==> config.mk <==
export PLATFORM = sky130hd
export DESIGN_NAME = spi_xfer_scheduler
export DESIGN_NICKNAME = d
export VERILOG_FILES = /design/src/rtl/spi_xfer_scheduler.sv
export SDC_FILE = /design/constraint.sdc
export NUM_CORES = 1
export LEC_CHECK = 0
export CAP_MARGIN = 20
export CORE_MARGIN = 2
export CORE_UTILIZATION = 30
export CTS_CLUSTER_SIZE = 40
export DETAILED_ROUTE_END_ITERATION = 7
export GPL_TIMING_DRIVEN = 1
export SLEW_MARGIN = 40
export SYNTH_ARGS = -nofsm -noshare
export SYNTH_HDL_FRONTEND = slang
export SYNTH_SLANG_ARGS = --single-unit
==> constraint.sdc <==
create_clock -name ACLK -period 3.2 [get_ports ACLK]
set_input_delay 0.64 -clock ACLK [delete_from_list [all_inputs] [get_ports ACLK]]
set_output_delay 0.64 -clock ACLK [all_outputs]
set_load 0.01 [all_outputs]
==> src/rtl/spi_xfer_scheduler.sv <==
// Round-robin scheduler sharing one SPI master among up to 8 requesters.
// Optional start/transfer timeouts are enabled by defining SPI_SCHED_TIMEOUT_EN.
module spi_xfer_scheduler #(
  parameter int NUM_REQ    = 8,
  parameter int GAP_CYCLES = 4,
  parameter int START_TMO  = 64,
  parameter int XFER_TMO   = 4096
) (
  input  logic               ACLK,
  input  logic               reset,
  input  logic               enable,
  input  logic [NUM_REQ-1:0] req,
  output logic [NUM_REQ-1:0] grant,
  output logic [NUM_REQ-1:0] done,
  output logic [NUM_REQ-1:0] err,
  output logic [7:0]         spi_select,
  output logic               spi_start,
  input  logic               spi_busy,
  output logic               sched_idle
);

  localparam int PTR_W = (NUM_REQ > 1) ? $clog2(NUM_REQ) : 1;
  localparam int GAP_W = $clog2(GAP_CYCLES + 1);
  localparam logic [GAP_W-1:0] GAP_LAST = GAP_W'(GAP_CYCLES - 1);

  typedef enum logic [2:0] {
    S_IDLE,
    S_ARB,
    S_START,
    S_BUSY,
    S_DONE,
    S_GAP
  } state_t;

  state_t             state;
  state_t             state_next;
  logic               busy_m;
  logic               busy_s;
  logic [PTR_W-1:0]   ptr;
  logic [PTR_W-1:0]   win_idx;
  logic [PTR_W-1:0]   cand;
  logic               win_found;
  logic [NUM_REQ-1:0] grant_win;
  logic [GAP_W-1:0]   gap_cnt;

`ifdef SPI_SCHED_TIMEOUT_EN
  localparam int TMO_MAX = (START_TMO > XFER_TMO) ? START_TMO : XFER_TMO;
  localparam int TMO_W   = $clog2(TMO_MAX + 1);
  localparam logic [TMO_W-1:0] START_LAST = TMO_W'(START_TMO - 1);
  localparam logic [TMO_W-1:0] XFER_LAST  = TMO_W'(XFER_TMO - 1);
  localparam logic [TMO_W-1:0] TMO_SAT    = {TMO_W{1'b1}};

  logic [TMO_W-1:0]   tmo_cnt;
  logic [NUM_REQ-1:0] err_q;
`endif

  // Search upward from the requester after the last winner, wrapping around.
  always_comb begin
    win_found = 1'b0;
    win_idx   = ptr;
    grant_win = '0;
    cand      = '0;
    for (int k = 1; k <= NUM_REQ; k++) begin
      cand = PTR_W'((int'(ptr) + k) % NUM_REQ);
      if (!win_found && req[cand]) begin
        win_found       = 1'b1;
        win_idx         = cand;
        grant_win       = '0;
        grant_win[cand] = 1'b1;
      end
    end
  end

  always_comb begin
    state_next = state;
    case (state)
      S_IDLE:  if (enable && |req) state_next = S_ARB;
      S_ARB:   state_next = win_found ? S_START : S_IDLE;
      S_START: begin
        if (busy_s) state_next = S_BUSY;
`ifdef SPI_SCHED_TIMEOUT_EN
        else if (tmo_cnt == START_LAST) state_next = S_GAP;
`endif
      end
      S_BUSY: begin
        if (!busy_s) state_next = S_DONE;
`ifdef SPI_SCHED_TIMEOUT_EN
        else if (tmo_cnt == XFER_LAST) state_next = S_GAP;
`endif
      end
      S_DONE:  state_next = S_GAP;
      S_GAP:   if (gap_cnt == GAP_LAST) state_next = S_IDLE;
      default: state_next = S_IDLE;
    endcase
  end

  always_ff @(posedge ACLK) begin
    if (reset) begin
      state   <= S_IDLE;
      busy_m  <= 1'b0;
      busy_s  <= 1'b0;
      ptr     <= PTR_W'(NUM_REQ - 1);
      grant   <= '0;
      gap_cnt <= '0;
    end else begin
      busy_m <= spi_busy;
      busy_s <= busy_m;
      state  <= state_next;
      if (state == S_ARB && win_found) begin
        grant <= grant_win;
        ptr   <= win_idx;
      end
      if (state == S_GAP && state_next == S_IDLE) grant <= '0;
      if (state != S_GAP) gap_cnt <= '0;
      else if (gap_cnt != GAP_LAST) gap_cnt <= gap_cnt + 1'b1;
    end
  end

`ifdef SPI_SCHED_TIMEOUT_EN
  // The timeout counter restarts on every state change, so it measures dwell time.
  always_ff @(posedge ACLK) begin
    if (reset) begin
      tmo_cnt <= '0;
      err_q   <= '0;
    end else begin
      err_q <= '0;
      if (state_next != state) tmo_cnt <= '0;
      else if (tmo_cnt != TMO_SAT) tmo_cnt <= tmo_cnt + 1'b1;
      if ((state == S_START || state == S_BUSY) && state_next == S_GAP) err_q <= grant;
    end
  end

  assign err = err_q;
`else
  logic params_unused;
  assign params_unused = (START_TMO > 0) ^ (XFER_TMO > 0);
  assign err           = '0;
`endif

  assign done       = (state == S_DONE) ? grant : '0;
  assign spi_start  = (state == S_START);
  assign spi_select = 8'(grant);
  assign sched_idle = (state == S_IDLE);

endmodule
# Word-level counts from Yosys, hierarchy flattened
# Cells that the tools add are included.
classes:
  addsub: 9
  order_cmp: 16
  eq_ne: 8
  muxes: 63
  reduce_logical: 32
op_table:
  columns: ["operator", "n"]
  rows:
  - ["$mux 8", 9]
  - ["$mux 3", 12]
  - ["$lt 3x4->1 const B", 8]
  - ["$bmux 1 s3", 8]
  - ["$demux 1 s3", 8]
  - ["$ge 3x1->1 const B", 8]
  - ["$mux 1", 24]
  - ["$logic_and 1x1->1", 18]
  - ["$pmux 3 s6", 1]
  - ["$add 3x3->3 const B", 4]
  - ["$add 3x1->3 const B", 3]
  - ["$eq 3x2->1 const B", 3]
  - ["$reduce_bool 8->1", 1]
  - ["$reduce_or 8->1", 1]
  - ["$logic_not 1->1", 7]
  - ["$add 3x2->3 const B", 2]
  - ["$eq 3x3->1 const B", 2]
  - ["$logic_not 3->1", 2]
  - ["$reduce_or 2->1", 2]
  - ["$eq 3x1->1 const B", 1]
  - ["$ne 3x2->1 const B", 1]
  - ["$ne 3x3->1 const B", 1]
  - ["$mux 2", 1]
  - ["$reduce_and 2->1", 1]
word_totals:
  reg_bits: 19
  in_bits: 12
  elab_cells: 134

# Longest topological paths before layout
logic_depth:
  depth_word: 30
  ltp_mapped: 15
  ltp_nobuf: 10

# Least setup slack after synthesis
# Ideal clock, no wire load.
synth_path:
  path_kind: "flip-flop to flip-flop"
  start: "register ptr[0]"
  end: "register grant[5]"
  setup_ns: 0.117
  arrival_time_ns: 2.990
  t_required_ns: 3.083
  path_slack_ns: 0.093
  path_stages_with_launch: 15
  path_buffers: 4
  synth_period_minus_slack_ns: 3.107
  path_cell_list: "dfxtp_1 -> buf_6 -> inv_1 -> clkbuf_1 -> ha_1 -> buf_2 -> buf_2 -> mux2i_1 -> nand3_1 -> o221ai_2 -> nand3_1 -> nor2_2 -> a32o_1 -> a211o_2 -> a32o_1"
synth_between:
  elab_chain_cells: 30
  word_cells_on_any_way: 100
  cone_classes: "add/sub: 8; order compare: 16; mux: 50; reduce/logical: 26"
synth_rtl:
  columns: ["item", "line_no", "source"]
  rows:
  - ["start: declaration", "39", "logic [PTR_W-1:0] ptr;"]
  - ["start signal: assignment", "102", "ptr <= PTR_W'(NUM_REQ - 1);"]
  - ["start signal: assignment", "111", "ptr <= win_idx;"]
  - ["$add 3x1->3", "64", "cand = PTR_W'((int'(ptr) + k) % NUM_REQ);"]
  - ["$bmux 1 s3", "65", "if (!win_found && req[cand]) begin"]
  - ["$mux 1 (implied by the code)", "65", null]
  - ["$mux 1", "65", null]
  - ["$logic_not 1->1", "65", null]
  - ["$logic_and 1x1->1", "65", null]
  - ["$mux 1", "65", null]
  - ["$logic_not 1->1", "65", null]
  - ["[14 not listed]", null, null]
  - ["$logic_not 1->1", "65", null]
  - ["$logic_and 1x1->1", "65", null]
  - ["$mux 1", "65", null]
  - ["$mux 2", "78", "S_ARB: state_next = win_found ? S_START : S_IDLE;"]
  - ["$pmux 3 s6", "76", "case (state)"]
  - ["$logic_not 3->1", "113", "if (state == S_GAP && state_next == S_IDLE) grant <= '0;"]
  - ["$logic_and 1x1->1", "113", null]
  - ["$reduce_or 2->1 (no source line)", null, null]
  - ["end signal: assignment", "110", "grant <= grant_win;"]
  - ["end: declaration", "13", "output logic [NUM_REQ-1:0] grant,"]
# Parallel ways exist; a longest one is shown, timed or not. The select of a mux whose other input is x is not followed.
# A chain may end at the register's enable or synchronous reset.

# Worst setup path after layout
layout_path:
  start: "register ptr[1]"
  end: "register grant[1]"
# Same word-level chain as after synthesis.

==> impl_metrics.yaml <==
run_status:
  status: "completed"
cts:
  cts_tree: "yes"
  numCtsBuffers: 3
  clock_tree.htree_level_count: 1
  clock_latency_ns: 0.26
  postCtsSetupRepairBufs: 0
  clock-root-buffer: "clkbuf_8"
  clk_pin_slew_worst_paths_ns: 0.08
  cts.path.max_buffers: 2
  cts_hold_buf: 0
  cts.sinks: 19
cells_and_area:
  fin_nets: 425
  drive_gt1_share_pct: 25.0
  most-common-layout-cells: "buf_4, nand2_1, clkdlybuf4s50_1"
  final_common_cell: "buf_4"
  fill_cells: 867
  antenna_cells: 0
  regArea_sq_um: 380
  multiInputGateArea_sq_mm: 0.00205
  fin_area_sq_mm: 0.00343
  syn2layout_area_growth_pct: 32.1
critical_path:
  cp-start-kind: "flip-flop"
  worstSetupPathDepth: 11
  cp_data_required_time_ns: 3.34
  crit_path_max_fanout: 7
  setup.worst_path.class: "reg -> reg"
  slowest_stage: "mux4_2"
  slowest_delay_ns: 0.57
  r2r_slack_ns: 0.12
  reg2reg_to: "grant[1]"
  path_cells: "clkinv_1 -> buf_4 -> ha_1 -> inv_1 -> mux4_2 -> a21oi_1 -> nand4_2 -> or2_4 -> nand2_1 -> nor2_2 -> a32o_1"
  cp-end-kind: "flip-flop"
  reg2reg_depth: 11
  critPathBufInv: 3
  r2r_start: "ptr[1]"
  crit_family: "simple AND/OR/NAND/NOR gates"
  worstPathArrival_ns: 3.22
synth:
  synth_xor_xnor_area_share_pct: 3.76
  synthMuxAreaShare_pct: 15.3
  synth_compound_area_share_pct: 24.0
  postSynth.asyncResetShare_pct: 0
  avgSynthCellArea_sq_um: 7.73
  synth_seq_cells: 19
  yosysWarnings: 0
  yosysSeqAreaShare_pct: 14.6
  ys.flop_type: "dfxtp_1"
  synth_top_family_by_area: "simple AND/OR/NAND/NOR gates"
  synth_cell_type_count: 65
  synth_edf_count: 0
  syn_inst: 336
  netlist_area_sq_mm: 0.00260
  synth_fa_ha_area_share_pct: 3.85
  synthSimpleGateAreaFrac_pct: 28.6
pwr:
  swShare_pct: 49.1
  pwr-share-comb_pct: 77.9
  p_seq_share_pct: 13.8
  p_total_uw: 2000
  peakVddDrop_uv: 311
  leakage_uw: 0.00137
  p_switching_uw: 983
  pwr-share-clk_pct: 8.4
  power_density_mw_per_mm2: 584
  p_int_uw: 1020
sta:
  period_share_pct: 96.2
  maxSlewViolCount: 0
  fin_ws_ns: 0.121
  finalSetupViolations: 0
  fin_crit_ns: 3.08
  max_clock_freq_ghz: 0.325
  fin_skew_ns: 0.00835
  hold_viol: 0
  rsz0062_at_grt: "no"
route:
  drt-total-wl_um: 8720
  antenna_left: 0
  wire_per_inst_um: 17.1
  drtIter0Drc: 283
  post-route-drc-count: 0
  viasPerCell: 5.71
  via_count: 2907
  drt_first_pass_iters: 5
run:
  maxCapViolations: 0
floorplan:
  die_w_um: 97.1
  fp.coreArea_sq_mm: 0.00830
  dieArea_sq_mm: 0.00942
  die_h_um: 97.1
  ioPinCount: 46
  initial_core_util_pct: 31.3
  num_rows: 33
placement:
  hpwl_um: 6800
  globalplace.congestion: 1.01
  port_buffers: 37
  pre_cts_ws_ns: -0.0938
  placed_area_sq_mm: 0.00332
hold_path:
  hold_end: "busy_s"
  min_from: "busy_m"
  hold_path_depth: 1
  min_path_type: "reg -> reg"
global_routing:
  antenna_found_initial: 0
  grt_max_degree: 22
  grt_pass1_wl_um: 13500
  grt-ovfl-total: 0
  grt_pass1_vias: 2602
  grt_usage_pct: 17.3
-- repair_timing --
action | in CTS | in global routing
pin swaps | 0 | 1
endpoints found under the setup margin | 7 | 10
resized for setup | 1 | 10
endpoints found under the hold margin | 0 | 0
-- power groups by stage --
stage / combinational, uW / sequential [uW] / clock (uW)
after CTS: 1480 / 277 / 177
after global placement: 1480 / 281 / 0
final: 1560 / 276 / 168
after detailed placement: 1470 / 282 / 0
after global routing: 1670 / 279 / 182
after floorplan: 937 / 280 / 0
-- stage by stage --
| step | cells | setup TNS [ns] | utilization, % | hold slack [ns] |
|---|---|---|---|---|
| floorplan | 343 | 0 | - | 0.414 |
| global route | 509 | 0 | 41.3 | 0.468 |
| detailed placement | 505 | -0.600 | 40.1 | 0.436 |
| CTS | 509 | 0 | 40.6 | 0.459 |
| global placement | 505 | -0.626 | 40.1 | 0.434 |
| finish | 509 | 0 | 41.3 | 0.457 |
-- registers in the layout, summed over array words and instances (netlist names) --
register,flops
grant,8
gap_cnt,3
ptr,3
state,3
busy_m,1
busy_s,1
-- cell type report --
cell class | count | share of cell area [%]
multi-input cells | 282 | 59.8
repair buffers | 92 | 23.2
flip-flops and latches | 19 | 11.1
well taps | 105 | 3.83
clock buffers | 3 | 1.20
inverters | 7 | 0.766
clock inverters | 1 | 0.146
-- cells in the mapped netlist (all sizes together) (5+ instances only) --
cell type / number / area, sq um
buf: 27 / 196
or3: 5 / 31.3
nor2: 25 / 123
inv: 6 / 22.5
and3: 10 / 62.6
mux2: 11 / 139
ha: 8 / 100
clkbuf: 8 / 30.0
nor3: 12 / 60.1
nand3: 21 / 118
dfxtp: 19 / 380
nor2b: 6 / 37.5
nand2: 38 / 150
nand4: 5 / 58.8
mux2i: 19 / 190
a21oi: 30 / 161
o21ai: 16 / 80.1
a32o: 8 / 80.1
-- logic make-up after synthesis --
group / after synthesis
other: 1
buffers and inverters: 42
AOI/OAI and AO/OA: 90
xor gates and xnor gates: 6
muxes: 33
DFF: 19
adders and majority gates: 8
and+or+nand+nor: 137
-- layer usage --
metal / global-route usage (%) / vias up / wire length, um
li1: - / 1372 / -
met1: 23.2 / 1361 / 3860
met2: 29.1 / 152 / 4020
met3: 1.73 / 22 / 614
met4: 5.96 / 0 / 225
met5: 0 / - / 0
-- worst max-delay path by stage --
stage | start | end | slack (ns)
after CTS | ptr[1] | grant[7] | 0.05
after floorplan | ptr[0] | grant[5] | 0.09
after detailed placement | req[5] | grant[7] | -0.09
after global placement | req[5] | grant[1] | -0.14
after global routing | ptr[1] | grant[1] | 0.003
final | ptr[1] | grant[1] | 0.12
Power figures use the tool's default switching activity.
